## src/rtl/fwd_hazard_unit_pkg.sv

```systemverilog
// fwd_hazard_unit_pkg: shared types and helpers for the EX-stage forwarding/hazard unit
package fwd_hazard_unit_pkg;
  localparam int DEF_REG_ADDR_W = 5;
  localparam int DEF_CNT_W = 32;
  typedef enum logic [1:0] {
    FWD_RF  = 2'b00,
    FWD_WB  = 2'b01,
    FWD_MEM = 2'b10
  } fwd_sel_t;
  typedef struct packed {
    logic                      valid;
    logic [DEF_REG_ADDR_W-1:0] rd;
    logic                      regwrite;
    logic                      memread;
  } sb_entry_t;
  localparam sb_entry_t SB_EMPTY = '0;
  function automatic logic sb_match(input logic [DEF_REG_ADDR_W-1:0] r, input sb_entry_t x);
    return x.valid & x.regwrite & (x.rd == r) & (r != '0);
  endfunction
  // a load in EX cannot supply data yet, so only a MEM-stage match can cover it
  function automatic fwd_sel_t next_sel(input logic use_r, input logic [DEF_REG_ADDR_W-1:0] r,
                                        input sb_entry_t e, input sb_entry_t m);
    return !use_r ? FWD_RF : (sb_match(r, e) & ~e.memread) ? FWD_MEM : sb_match(r, m) ? FWD_WB : FWD_RF;
  endfunction
endpackage

```

## src/rtl/fwd_hazard_unit_if.sv

```systemverilog
// fwd_hazard_unit_if: decoder-side inputs and forwarding/stall outputs of the hazard unit
interface fwd_hazard_unit_if
  import fwd_hazard_unit_pkg::*;
#(
  parameter int REG_ADDR_W = DEF_REG_ADDR_W,
  parameter int CNT_W = DEF_CNT_W
);
  logic                  id_valid;
  logic [REG_ADDR_W-1:0] id_rs1;
  logic [REG_ADDR_W-1:0] id_rs2;
  logic                  id_use_rs1;
  logic                  id_use_rs2;
  logic [REG_ADDR_W-1:0] id_rd;
  logic                  id_regwrite;
  logic                  id_memread;
  logic                  ex_flush;
  logic                  ext_stall;
  logic                  fwd_a_s1;
  logic                  fwd_a_s0;
  logic                  fwd_b_s1;
  logic                  fwd_b_s0;
  logic                  stall_ifid;
  logic                  bubble_idex;
  logic [CNT_W-1:0]      stall_count;
  modport master (
    output id_valid, id_rs1, id_rs2, id_use_rs1, id_use_rs2, id_rd, id_regwrite, id_memread,
           ex_flush, ext_stall,
    input  fwd_a_s1, fwd_a_s0, fwd_b_s1, fwd_b_s0, stall_ifid, bubble_idex, stall_count
  );
  modport slave (
    input  id_valid, id_rs1, id_rs2, id_use_rs1, id_use_rs2, id_rd, id_regwrite, id_memread,
           ex_flush, ext_stall,
    output fwd_a_s1, fwd_a_s0, fwd_b_s1, fwd_b_s0, stall_ifid, bubble_idex, stall_count
  );
endinterface

```

## src/rtl/fwd_hazard_unit_sb_stage_reg.sv

```systemverilog
// fwd_hazard_unit_sb_stage_reg: one scoreboard entry register with hold/clear/load controls
module fwd_hazard_unit_sb_stage_reg
  import fwd_hazard_unit_pkg::*;
(
  input  logic      clk,
  input  logic      reset,
  input  logic      hold,
  input  logic      clear,
  input  logic      load,
  input  sb_entry_t d,
  output sb_entry_t q
);
  always_ff @(posedge clk)
    q <= reset ? SB_EMPTY : hold ? q : clear ? SB_EMPTY : load ? d : q;
endmodule

```

## src/rtl/fwd_hazard_unit.sv

```systemverilog
// fwd_hazard_unit: EX/MEM shadow scoreboard driving registered forwarding selects and load-use stalls
module fwd_hazard_unit
  import fwd_hazard_unit_pkg::*;
#(
  parameter int REG_ADDR_W = DEF_REG_ADDR_W,
  parameter int CNT_W = DEF_CNT_W
) (
  input logic clk,
  input logic reset,
  fwd_hazard_unit_if.slave bus
);
  sb_entry_t             e_q, m_q, id_e;
  fwd_sel_t              a_q, b_q, a_d, b_d;
  logic [REG_ADDR_W-1:0] rs1, rs2;
  logic [CNT_W-1:0]      cnt_q;
  logic                  lu, stall, kill;
  logic                  unused_m_memread;
  assign unused_m_memread = m_q.memread;
  always_comb begin
    rs1 = bus.id_rs1;
    rs2 = bus.id_rs2;
    id_e = '{valid: bus.id_valid, rd: bus.id_rd, regwrite: bus.id_regwrite, memread: bus.id_memread};
    lu = bus.id_valid & e_q.memread &
         ((bus.id_use_rs1 & sb_match(rs1, e_q)) | (bus.id_use_rs2 & sb_match(rs2, e_q)));
    stall = lu & ~bus.ex_flush & ~bus.ext_stall & ~reset;
    kill = bus.ex_flush | stall;
    a_d = kill ? FWD_RF : next_sel(bus.id_use_rs1, rs1, e_q, m_q);
    b_d = kill ? FWD_RF : next_sel(bus.id_use_rs2, rs2, e_q, m_q);
  end
  fwd_hazard_unit_sb_stage_reg u_e (
    .clk(clk), .reset(reset), .hold(bus.ext_stall), .clear(kill), .load(1'b1), .d(id_e), .q(e_q)
  );
  // the branch or stalled load in EX always advances into MEM
  fwd_hazard_unit_sb_stage_reg u_m (
    .clk(clk), .reset(reset), .hold(bus.ext_stall), .clear(1'b0), .load(1'b1), .d(e_q), .q(m_q)
  );
  always_ff @(posedge clk)
    if (reset) begin
      a_q <= FWD_RF;
      b_q <= FWD_RF;
      cnt_q <= '0;
    end else if (!bus.ext_stall) begin
      a_q <= a_d;
      b_q <= b_d;
      if (stall && !(&cnt_q)) cnt_q <= cnt_q + CNT_W'(1);
    end
  assign bus.fwd_a_s1 = a_q[1];
  assign bus.fwd_a_s0 = a_q[0];
  assign bus.fwd_b_s1 = b_q[1];
  assign bus.fwd_b_s0 = b_q[0];
  assign bus.stall_ifid = stall;
  assign bus.bubble_idex = stall;
  assign bus.stall_count = cnt_q;
endmodule

```

## src/flat_wrapper.sv

```systemverilog
// flat-port wrapper written by rule: the top's interface ports become plain ports
module fwd_hazard_unit_flat import fwd_hazard_unit_pkg::*;
#(
  parameter int REG_ADDR_W = DEF_REG_ADDR_W,
  parameter int CNT_W = DEF_CNT_W
)
  (clk, reset, bus_id_valid, bus_id_rs1, bus_id_rs2, bus_id_use_rs1, bus_id_use_rs2, bus_id_rd, bus_id_regwrite, bus_id_memread, bus_ex_flush, bus_ext_stall, bus_fwd_a_s1, bus_fwd_a_s0, bus_fwd_b_s1, bus_fwd_b_s0, bus_stall_ifid, bus_bubble_idex, bus_stall_count);
  fwd_hazard_unit_if #(.REG_ADDR_W(REG_ADDR_W), .CNT_W(CNT_W)) bus_i ();
  input logic clk;
  input logic reset;
  input wire logic [$bits(bus_i.id_valid)-1:0] bus_id_valid;
  input wire logic [$bits(bus_i.id_rs1)-1:0] bus_id_rs1;
  input wire logic [$bits(bus_i.id_rs2)-1:0] bus_id_rs2;
  input wire logic [$bits(bus_i.id_use_rs1)-1:0] bus_id_use_rs1;
  input wire logic [$bits(bus_i.id_use_rs2)-1:0] bus_id_use_rs2;
  input wire logic [$bits(bus_i.id_rd)-1:0] bus_id_rd;
  input wire logic [$bits(bus_i.id_regwrite)-1:0] bus_id_regwrite;
  input wire logic [$bits(bus_i.id_memread)-1:0] bus_id_memread;
  input wire logic [$bits(bus_i.ex_flush)-1:0] bus_ex_flush;
  input wire logic [$bits(bus_i.ext_stall)-1:0] bus_ext_stall;
  output wire logic [$bits(bus_i.fwd_a_s1)-1:0] bus_fwd_a_s1;
  output wire logic [$bits(bus_i.fwd_a_s0)-1:0] bus_fwd_a_s0;
  output wire logic [$bits(bus_i.fwd_b_s1)-1:0] bus_fwd_b_s1;
  output wire logic [$bits(bus_i.fwd_b_s0)-1:0] bus_fwd_b_s0;
  output wire logic [$bits(bus_i.stall_ifid)-1:0] bus_stall_ifid;
  output wire logic [$bits(bus_i.bubble_idex)-1:0] bus_bubble_idex;
  output wire logic [$bits(bus_i.stall_count)-1:0] bus_stall_count;
  assign bus_i.id_valid = bus_id_valid;
  assign bus_i.id_rs1 = bus_id_rs1;
  assign bus_i.id_rs2 = bus_id_rs2;
  assign bus_i.id_use_rs1 = bus_id_use_rs1;
  assign bus_i.id_use_rs2 = bus_id_use_rs2;
  assign bus_i.id_rd = bus_id_rd;
  assign bus_i.id_regwrite = bus_id_regwrite;
  assign bus_i.id_memread = bus_id_memread;
  assign bus_i.ex_flush = bus_ex_flush;
  assign bus_i.ext_stall = bus_ext_stall;
  assign bus_fwd_a_s1 = bus_i.fwd_a_s1;
  assign bus_fwd_a_s0 = bus_i.fwd_a_s0;
  assign bus_fwd_b_s1 = bus_i.fwd_b_s1;
  assign bus_fwd_b_s0 = bus_i.fwd_b_s0;
  assign bus_stall_ifid = bus_i.stall_ifid;
  assign bus_bubble_idex = bus_i.bubble_idex;
  assign bus_stall_count = bus_i.stall_count;
  fwd_hazard_unit #(.REG_ADDR_W(REG_ADDR_W), .CNT_W(CNT_W)) u_core (.clk(clk), .reset(reset), .bus(bus_i));
endmodule
```

## config.mk

```make
export PLATFORM = sky130hd
export DESIGN_NAME = fwd_hazard_unit_flat
export DESIGN_NICKNAME = d
export VERILOG_FILES = /design/src/rtl/fwd_hazard_unit_pkg.sv /design/src/rtl/fwd_hazard_unit_if.sv /design/src/rtl/fwd_hazard_unit_sb_stage_reg.sv /design/src/rtl/fwd_hazard_unit.sv /design/src/flat_wrapper.sv
export SDC_FILE = /design/constraint.sdc
export NUM_CORES = 1
export LEC_CHECK = 0
export CORE_MARGIN = 5
export CORE_UTILIZATION = 51
export DETAILED_ROUTE_END_ITERATION = 8
export MAX_ROUTING_LAYER = met4
export PLACE_DENSITY = 0.8
export SYNTH_ARGS = -nofsm -noshare
export SYNTH_HDL_FRONTEND = slang
export SYNTH_SLANG_ARGS = --single-unit
```

## constraint.sdc

```tcl
create_clock -name clk -period 2.5 [get_ports clk]
set_input_delay 0.5 -clock clk [delete_from_list [all_inputs] [get_ports clk]]
set_output_delay 0.5 -clock clk [all_outputs]
set_load 0.02 [all_outputs]
```

==> impl_results.md <==
* Status: complete, but fails checks
* Failing checks: setup timing
* Die area at 0.007123 mm2
* Crit start category: input pin
* Syn Inst Count at 331
* Unrepaired setup endpoints after global routing: true
* DR vias at 3059
* Worst clock skew at 0.01242 ns
* CP top delay family: simple AND/OR/NAND/NOR gates
* TritonCTS clock tree: done
* Synth cell types at 45
* Power, Total at 1.599 mW
* Switching Fraction at 0.2478
* Total track usage at 0.2371
* CP most frequent cell: buf_4
* Drt first pass iters at 4
* Vias in the first global route at 2919
* CP Data Arrival Time at 2.04 ns
* WS Path Type: input pin to output port
* Drt total wl at 8.888 mm
* DR iter-0 viols at 189
* CP peak stage delay at 0.30 ns
* Post-route cell area at 0.004208 mm2
* Synth warn at 0
* Placed cell area at 0.003767 mm2
* Clock slew at the register clock pins of the worst setup and hold paths at 0.09 ns
* Diode count at 0
* Area grow syn2layout at 49.07%
* H-tree Lvls at 2
* Gpl congestion at 0.8808
* Buf/Inv on CP at 4
* Initial Util at 0.5190
* Post-route ant nets at 0
* Die width at 84.40 um
* Tcrit/Tclk final at 1.016
* Initial antenna violation count at 0
* Minimum clock period at 2.541 ns
* # rows at 27
* Worst slew pin tran at 0.6259 ns
* Layout cell share with drive strength beyond 1 at 0.2668
* First-pass GRT wire length at 13.56 mm
* Clk Tree Root Cell: clkbuf_8
* Int Power at 1.203 mW
* Relative slew slack at 0.5827
* Clock Path Buffers at 2
* Vias per Instance at 6.082
* Final setup vio count at 2
* Slew Limit Fails at 0
* Fmax at 0.3936 GHz
* Sw Pwr at 0.3962 mW
* IO Pins at 62
* Post-synth EDFFs at 0
* Crit path cell chain: dlygate4sd2_1, buf_4, xnor2_1, nand4_1, buf_4, nor4_4, or2_4, buf_6
* Max cap viols at 0
* Post-DP HPWL at 5.685 mm
* Main synth FF type: dfxtp_1
* Critical-path top delay cell: nor4_4
* Most common cell after layout, fill and taps aside: dfxtp_1
* CP Max Fanout at 3
* Largest net degree at the start of global routing at 64
* Setup crit end kind: output port
* Final nets at 455
* Asr flop ratio synth at 0
* Die span in y at 84.40 um
* Final hold viol count at 0
* Clk sink count at 51
* Remaining Overflow, GRT at 0
* Worst setup margin at -0.04096 ns
* Routed wire length per instance at 17.67 um
* PD cells at 380.0 mW/mm2
* Post-CTS Hold Fix Bufs at 0
* Number of register bits inferred by synthesis at 51
* Peak supply drop at 0.2804 mV
* Std-Cell Core Area at 0.005439 mm2
* P_leak at 1.549 nW
* Synthesized area at 0.002823 mm2
* Number of port buffers at 61
* Worst-Skew Late Latency at 0.32 ns
* Post-synthesis sequential area ratio at 0.3617
* CP Data Required Time at 2.00 ns
* Clock power share at 0.376
* # fillers at 350
* Post-route DRC violation count at 0
* Combinational power share at 0.105
* Synthesized net count at 356
* Synth Area per Inst at 8.528 um2
* HP Class: flop to flop
* Most frequent cells in the layout: 51 x dfxtp_1, 49 x clkdlybuf4s50_1, 47 x buf_4
* Sequential power share at 0.520
* CTS buffer count at 5
-- synth_stat cells (4+ instances only) --
| cell | number | share of area |
|---|---|---|
| buf_2 | 8 | 0.014 |
| clkbuf_1 | 5 | 0.0066 |
| buf_1 | 4 | 0.0053 |
| xor2_1 | 4 | 0.012 |
| or3_1 | 4 | 0.0089 |
| o21ai_0 | 7 | 0.012 |
| nand2_1 | 16 | 0.021 |
| nor2b_1 | 14 | 0.031 |
| nor3_1 | 5 | 0.0089 |
| a32oi_1 | 8 | 0.025 |
| mux2_2 | 14 | 0.056 |
| inv_1 | 5 | 0.0066 |
| nor2_1 | 41 | 0.055 |
| dfxtp_1 | 51 | 0.36 |
| xnor2_1 | 17 | 0.053 |
| mux2i_1 | 8 | 0.028 |
| nand3_1 | 22 | 0.039 |
| o31ai_1 | 9 | 0.024 |
| a21oi_1 | 15 | 0.027 |
| nor4_1 | 20 | 0.044 |
| or4_1 | 11 | 0.029 |
| nand4_1 | 16 | 0.035 |
-- power groups by stage --
stage / combinational (mW) / clock (mW) / sequential (mW)
2_1_floorplan: 0.0664 / 0 / 0.845
6_report: 0.167 / 0.601 / 0.831
4_1_cts: 0.149 / 0.592 / 0.829
5_1_grt: 0.178 / 0.628 / 0.832
3_5_place_dp: 0.147 / 0 / 0.848
3_3_place_gp: 0.142 / 0 / 0.848
-- area by class of cell --
type | instances | area [um2] | area share
Tap cell | 72 | 90.09 | 0.02141
Multi-Input combinational cell | 256 | 1969 | 0.4680
Clock inverter | 3 | 43.79 | 0.01041
Sequential cell | 51 | 1021 | 0.2426
Timing Repair Buffer | 111 | 996.0 | 0.2367
Inverter | 5 | 18.77 | 0.004460
Clock buffer | 5 | 68.82 | 0.01635
-- what timing repair did --
item / CTS / global route
buffers inserted: 4 / 3
setup endpoints to repair: 30 / 29
pin swaps: 10 / 9
gates resized for setup: 47 / 22
-- sequential cells by signal, indices dropped and copies added (netlist names) --
| register | cells |
|---|---|
| u_core.b_q | 2 |
| u_core.u_m.q | 7 |
| u_core.u_e.q | 8 |
| u_core.bus.stall_count | 32 |
| u_core.a_q | 2 |
-- stage by stage --
stage | cells | TNS [ns] | utilization | setup WS, ns | hold WS [ns]
floorplan | 331 | 0 | - | 0.1950 | 0.4637
global placement | 488 | -12.94 | 0.6927 | -0.5569 | 0.4434
detailed placement | 488 | -15.52 | 0.6927 | -0.5893 | 0.4528
CTS | 500 | 0 | 0.7440 | 0.04054 | 0.4739
global route | 503 | -0.5884 | 0.7736 | -0.1108 | 0.5170
finish | 503 | -0.08137 | 0.7736 | -0.04096 | 0.4786
-- kinds of logic after synthesis --
group | count (synthesis) | synth area share
simple gates | 164 | 0.3267
flops | 51 | 0.3617
fa+ha+maj | 1 | 0.004432
mux | 22 | 0.08422
xor+xnor | 21 | 0.06516
compound gates | 48 | 0.1197
buf+inv | 24 | 0.03812
-- per-layer routing --
| metal | global-route usage | part of all wire | wire [um] | vias to the layer above |
|---|---|---|---|---|
| li1 | - | - | - | 1436 |
| met1 | 0.2615 | 0.39 | 3426 | 1471 |
| met2 | 0.4118 | 0.52 | 4645 | 116 |
| met3 | 0.04809 | 0.055 | 491 | 36 |
| met4 | 0.1050 | 0.037 | 325 | 0 |
| met5 | - | 0 | 0 | - |
-- tightest hold or removal path: stages (launching register included) --
cell     delay (ns)
dfxtp_1        0.32
nand2_1        0.05
o21ai_0        0.06
-- final timing paths --
kind         depth (start not counted)             from                          to  slack (ns)
min                                  2    u_core.a_q[0]               u_core.a_q[0]        0.48
max reg2reg                         10  u_core.u_e.q[3]  u_core.bus.stall_count[20]        0.12
min reg2reg                          2    u_core.a_q[0]               u_core.a_q[0]        0.48
max                                  8    bus_id_rs1[2]             bus_bubble_idex       -0.04
Power figures use the tool's default switching activity.
